[src/rtl/mix_stream_pipe.sv]
// Flow-controlled mixing stage: y_n = (s_n + OFFSET) ^ s_(n-DEPTH), with a
// one-entry registered valid/ready output and a count of completed transfers.
module mix_stream_pipe #(
    parameter int                WIDTH  = 8,
    parameter int                DEPTH  = 2,
    parameter logic [WIDTH-1:0]  OFFSET = WIDTH'(8'h22),
    parameter logic [WIDTH-1:0]  SEED   = WIDTH'(8'h03),
    parameter int                CNT_W  = 8
) (
    input  logic             clk,
    input  logic             clear_n,
    input  logic             flush,
    input  logic             in_valid,
    output logic             in_ready,
    input  logic [WIDTH-1:0] in_data,
    output logic             out_valid,
    input  logic             out_ready,
    output logic [WIDTH-1:0] out_data,
    output logic [CNT_W-1:0] out_count
);

    logic [WIDTH-1:0] hist [DEPTH];
    logic             accept;
    logic             transfer;
    logic [WIDTH-1:0] sum;
    logic [WIDTH-1:0] result;

    // A full output register can only take a new sample if it drains in the same cycle.
    assign in_ready = ~flush & (~out_valid | out_ready);
    assign accept   = in_valid & in_ready;
    assign transfer = out_valid & out_ready;
    assign sum      = in_data + OFFSET;
    assign result   = sum ^ hist[DEPTH-1];

    always_ff @(posedge clk or negedge clear_n) begin
        if (!clear_n) begin
            out_valid <= 1'b0;
            out_data  <= '0;
            out_count <= '0;
            for (int k = 0; k < DEPTH; k++) begin
                hist[k] <= SEED;
            end
        end else if (flush) begin
            // A pending result is discarded and does not count as a transfer.
            out_valid <= 1'b0;
            out_count <= '0;
            for (int k = 0; k < DEPTH; k++) begin
                hist[k] <= SEED;
            end
        end else begin
            if (transfer) begin
                out_count <= out_count + CNT_W'(1);
            end
            if (accept) begin
                out_data  <= result;
                out_valid <= 1'b1;
                hist[0]   <= in_data;
                for (int k = 1; k < DEPTH; k++) begin
                    hist[k] <= hist[k-1];
                end
            end else if (transfer) begin
                out_valid <= 1'b0;
            end
        end
    end

endmodule
[config.mk]
export PLATFORM = sky130hd
export DESIGN_NAME = mix_stream_pipe
export DESIGN_NICKNAME = d
export VERILOG_FILES = /design/src/rtl/mix_stream_pipe.sv
export SDC_FILE = /design/constraint.sdc
export NUM_CORES = 1
export LEC_CHECK = 0
export ABC_CLOCK_PERIOD_IN_PS = 1300
export CAP_MARGIN = 0
export CORE_ASPECT_RATIO = 1.2
export CORE_UTILIZATION = 45
export DETAILED_ROUTE_END_ITERATION = 8
export GPL_TIMING_DRIVEN = 0
export PLACE_DENSITY = 0.78
export SLEW_MARGIN = 20
export SYNTH_ARGS = -nofsm -noshare
export SYNTH_HDL_FRONTEND = slang
export SYNTH_SLANG_ARGS = --single-unit
[constraint.sdc]
create_clock -name clk -period 1.3 [get_ports clk]
set_input_delay 0.26 -clock clk [delete_from_list [all_inputs] [get_ports clk]]
set_output_delay 0.26 -clock clk [all_outputs]
set_load 0.01 [all_outputs]
# Yosys cells after proc, flatten, opt, wreduce, memory -nomap -nowiden
# Index checks and enable logic that the tools add are counted.
word_totals:
  mem_bits_rw: 0
  input_bits: 13
  elab_cells: 25
  n_memories: 0
  reg_bits: 33
  output_inout_bits: 18
  latchBits: 0
  mem_bits_ro: 0
op_classes:
  add_sub_neg: 2
  n_bitwise: 7
  n_reduce_logical: 4
  div_mod_pow: 0
  magnitude_cmp: 0
  muxes: 7
  n_shift: 0
  mul: 0
  eq_ne: 0
ops:
  columns: ["cell", "n"]
  rows:
  - ["16-bit two-way mux", 2]
  - ["8-bit two-way mux", 2]
  - ["8-bit by 1-bit adder with 8-bit output, second input constant", 1]
  - ["8-bit by 6-bit adder with 8-bit output, second input constant", 1]
  - ["8-bit XOR", 1]
  - ["2-bit nonzero test", 2]
  - ["1-bit bitwise AND", 3]
  - ["1-bit two-way mux", 3]
  - ["3-bit nonzero test", 1]
  - ["1-bit inverter", 2]
  - ["2-bit AND reduction", 1]
  - ["1-bit bitwise OR", 1]

# Longest topological paths before layout
depth:
  word_depth: 6
  mapped_depth: 4
  depth_no_buf: 4

# Least setup slack after synthesis
# No wires, ideal clock.
synth_timing:
  path_kind: "flip-flop to flip-flop"
  startpoint: "register out_valid"
  endpoint: "register out_data[3]"
  synth_period_minus_slack_ps: 1338
  setup_ps: 125
  path_buffers: 1
  setup_slack_ps: -38
  stages_incl_launch_ff: 5
  arrival_ps: 1213
  required_time_ps: 1175
  path_cell_list: "dfrtp_1 nand2b_1 nand2_1 buf_2 mux2_2"
synth_between:
  elab_chain_len: 5
synth_rtl:
  columns: ["item", "line", "rtl"]
  rows:
  - ["start: declaration", "16", "output logic out_valid,"]
  - ["start signal: assignment", "37", "out_valid <= 1'b0;"]
  - ["start signal: assignment", "45", "out_valid <= 1'b0;"]
  - ["start signal: assignment", "56", "out_valid <= 1'b1;"]
  - ["1-bit inverter", "29", "assign in_ready = ~flush & (~out_valid | out_ready);"]
  - ["1-bit bitwise OR", "29", null]
  - ["1-bit bitwise AND", "29", null]
  - ["1-bit bitwise AND", "30", "assign accept = in_valid & in_ready;"]
  - ["2-bit AND reduction (no line)", null, null]
  - ["end signal: assignment", "55", "out_data <= result;"]
  - ["end: declaration", "18", "output logic [WIDTH-1:0] out_data,"]
# No other way between the ends.
# A chain may end at the register's enable or synchronous reset.

# Worst setup path in the final report
layout_timing:
  startpoint: "register out_count[1]"
  endpoint: "register out_count[4]"
layout_between:
  elab_chain_len: 3
layout_rtl:
  columns: ["item", "line", "rtl"]
  rows:
  - ["start: declaration", "19", "output logic [CNT_W-1:0] out_count"]
  - ["start signal: assignment", "52", "out_count <= out_count + CNT_W'(1);"]
  - ["8-bit by 1-bit adder with 8-bit output", "52", null]
  - ["8-bit two-way mux", "51", "if (transfer) begin"]
  - ["8-bit two-way mux", "43", "end else if (flush) begin"]
# No other way between the ends. The select of a mux whose other input is x is not followed.

==> run metrics <==
Critical R2R Capture=out_count[4]; Post-Layout Cell Count=234; Fin. Hold Viols=0; Max FO, Critical Path=4; synthesized area=1570 sq um; largest family of logic cells by synthesized area=compound AO/OA/AOI/OAI gates; drt drc=0; Adder-Cell Fraction of Synth Area=1.59%; Max Clk Rate=0.740 GHz; CTS buffer count=5; Logic pwr share=18.2%; Final WS setup=-0.0508 ns; CP Data Required Time=1.52 ns; pin count of the biggest net entering global routing=34; placed cells=217; kind of critical path=reg -> reg; simple-gate share of the synthesized area=16.6%; #FFs+latches synth=33; Worst Path Arrival=1.57 ns; post-synthesis mux area share=1.43%; Post-Route WL=3800 um; unrepaired setup endpoints after global routing=true; HPWL after DPL=2530 um; mean number of vias per cell=5.88; Seq pwr share=48.5%; area of the core=3340 sq um; via count=1377; row cnt=23; Die Ht=66.7 um; Setup WS pre-CTS=-0.828 ns; PortBufs=30; H-tree depth=2; Sw Ratio=26.5%; Yosys top cell area share=46.2%; first-pass GRT wire length=6330 um; Int Pwr=1770 uW; wire per inst=16.2 um; largest cells by area after synthesis=dfrtp_1 46%, a31o_2 7.3%, dfstp_2 6.7%, o21ai_0 5.7%, xnor2_1 5.6%; DR iter-0 viols=77; CTS tree=built; Post-synth EDFFs=0; initial antenna violation count=0; Worst R2R Path Depth=4; Peak supply drop=0.000816 V; Most used DFF post-synth=dfrtp_1; synthesized netlist cell count=150; drt pass-1 iters=4; Slew Limit Fails=0; vias in the first global route=1384; Yosys warnings=0; Remaining Overflow, GRT=0; CTS clk-pin slew, worst paths=0.07 ns; fraction of registers with async set/reset=100%; Initial Utilization=47.0%; Setup violations, final=4; NumNets Final=211; share of cells above drive strength 1=26.4%; IO Count=31; xor/xnor share of the synthesized area=7.81%; Crit Reg-Reg Startpoint=out_count[1]; syn nets=165; switching power=636 uW; clock period minus worst slack=1.35 ns; Final Skew=0.00333 ns; power per cell area=1130 nW/um^2; clk_lat worst skew=0.29 ns; Max-Cap Viols=0; status=finished, violations left; clock root cell=clkbuf_8; Die W=55.9 um; Compound-Gate Fraction of Synth Area=17.2%; Slew @ Worst Pin=0.718 ns; Worst Setup End Kind=flop; period utilisation layout=104%; syn_area_per_cell=10.5 sq um; # clock sinks=33; Final ANT Viol Nets=0; crit start category=flop; Slew Limit Headroom=52.1%; Lkg Pwr=0.00102 uW; area growth from synthesis to layout=35.9%; R2R Setup Slk=-0.05 ns; register area share after synthesis=52.9%; area leader, netlist=dfrtp_1; Clk pwr share=33.4%; RePlAce Congestion=0.793; Die Area=3730 sq um; Min Hold Slack=0.0211 ns; CTS Hold Buffers Added=0; n_diodes=0; CTS max path bufs=2; failing checks=setup timing; hold crit path type=in -> async; Yosys cell types=25; gr usage total=23.0%
## power groups by stage
stage               logic (uW)  registers [uW]  clock network, uW
finish                     437            1160                801
detailed placement         429            1190                  0
global route               481            1170                855
global placement           422            1180                  0
floorplan                  176            1200                  0
CTS                        425            1160                810
## cell usage in the layout (no fill, tap or decap), types with 5 or more instances in the layout
| cell type | n |
|---|---|
| nand3_1 | 14 |
| buf_6 | 5 |
| clkdlybuf4s50_1 | 5 |
| dfrtp_1 | 28 |
| a31o_2 | 13 |
| xnor2_1 | 10 |
| o21ai_0 | 17 |
| dlygate4sd2_1 | 21 |
| and3_1 | 13 |
| buf_4 | 8 |
| a21oi_1 | 6 |
| clkbuf_8 | 6 |
## flip-flops by register name, indices dropped and copies added (netlist names)
register   flops
out_valid      1
out_data       8
hist          16
out_count      8
## stage by stage
stage / instance area, sq um / setup TNS (ns) / utilization (%) / total power [uW]
2_1_floorplan: 1570 / 0 / - / 1380
3_3_place_gp: 1920 / -35.85 / 57.5 / 1600
3_5_place_dp: 1910 / -15.65 / 57.3 / 1610
4_1_cts: 2090 / -0.329 / 62.6 / 2400
5_1_grt: 2130 / -0.383 / 63.9 / 2510
6_report: 2130 / -0.144 / 63.9 / 2400
## layer usage
metal	up-vias	wire length [um]	global-route usage, %
met5	-	0	0
met2	57	2000	40.5
met1	665	1420	24.1
li1	637	-	-
met4	0	166	18.0
met3	18	208	4.85
## synthesized netlist by cell type, drive strengths merged, types with 2 or more instances
cell,count
xor2,4
nand4,2
a31o,13
and3,13
mux2,2
a21oi,7
o21ai,18
xnor2,10
dfstp,4
nand2,4
nand2b,2
or4,2
nor2,5
nand3,14
o31ai,3
ha,2
dfrtp,29
inv,2
or3,3
clkbuf,7
## how the worst max path moves through the flow
stage                       startpoint            to  slack, ns  depth (start not counted)
after floorplan              out_valid   out_data[3]       0.03                          4
after global placement       out_ready      in_ready      -0.82                          5
after detailed placement     out_ready      in_ready      -0.83                          5
after CTS                    out_valid      in_ready      -0.14                          4
after global routing      out_count[1]  out_count[4]      -0.11                          4
final                     out_count[1]  out_count[4]      -0.05                          4
## final cells by class
type | count | area (sq um)
Timing Repair Buffer | 40 | 350
Clock buffer | 8 | 90.1
Fill cell | 277 | 1200
Inverter | 2 | 7.51
Multi-Input combinational cell | 107 | 753
Buffer | 7 | 55.1
Tap cell | 37 | 46.3
Sequential cell | 33 | 832
## logic make-up (layout without fill, tap and decap cells)
kind of cell    Yosys count  in the layout
flops                    33             33
simple gates             47             47
xor+xnor                 14             14
fa+ha+maj                 2              2
compound gates           42             42
buf+inv                  10             57
mux                       2              2
## worst max-delay path: stages (launching register included)
cell     delay (ns)
dfrtp_1        0.39
ha_1           0.18
nand4_1        0.17
or3_1          0.39
a21oi_2        0.15
## timing repair
item | 4_1_cts | 5_1_grt
setup endpoints to repair | 47 | 25
pin swaps | 1 | 2
buffers inserted | 7 | 2
gates resized for setup | 51 | 12
gates cloned | 1 | 0
No activity file was read; power rests on OpenSTA's default activity.
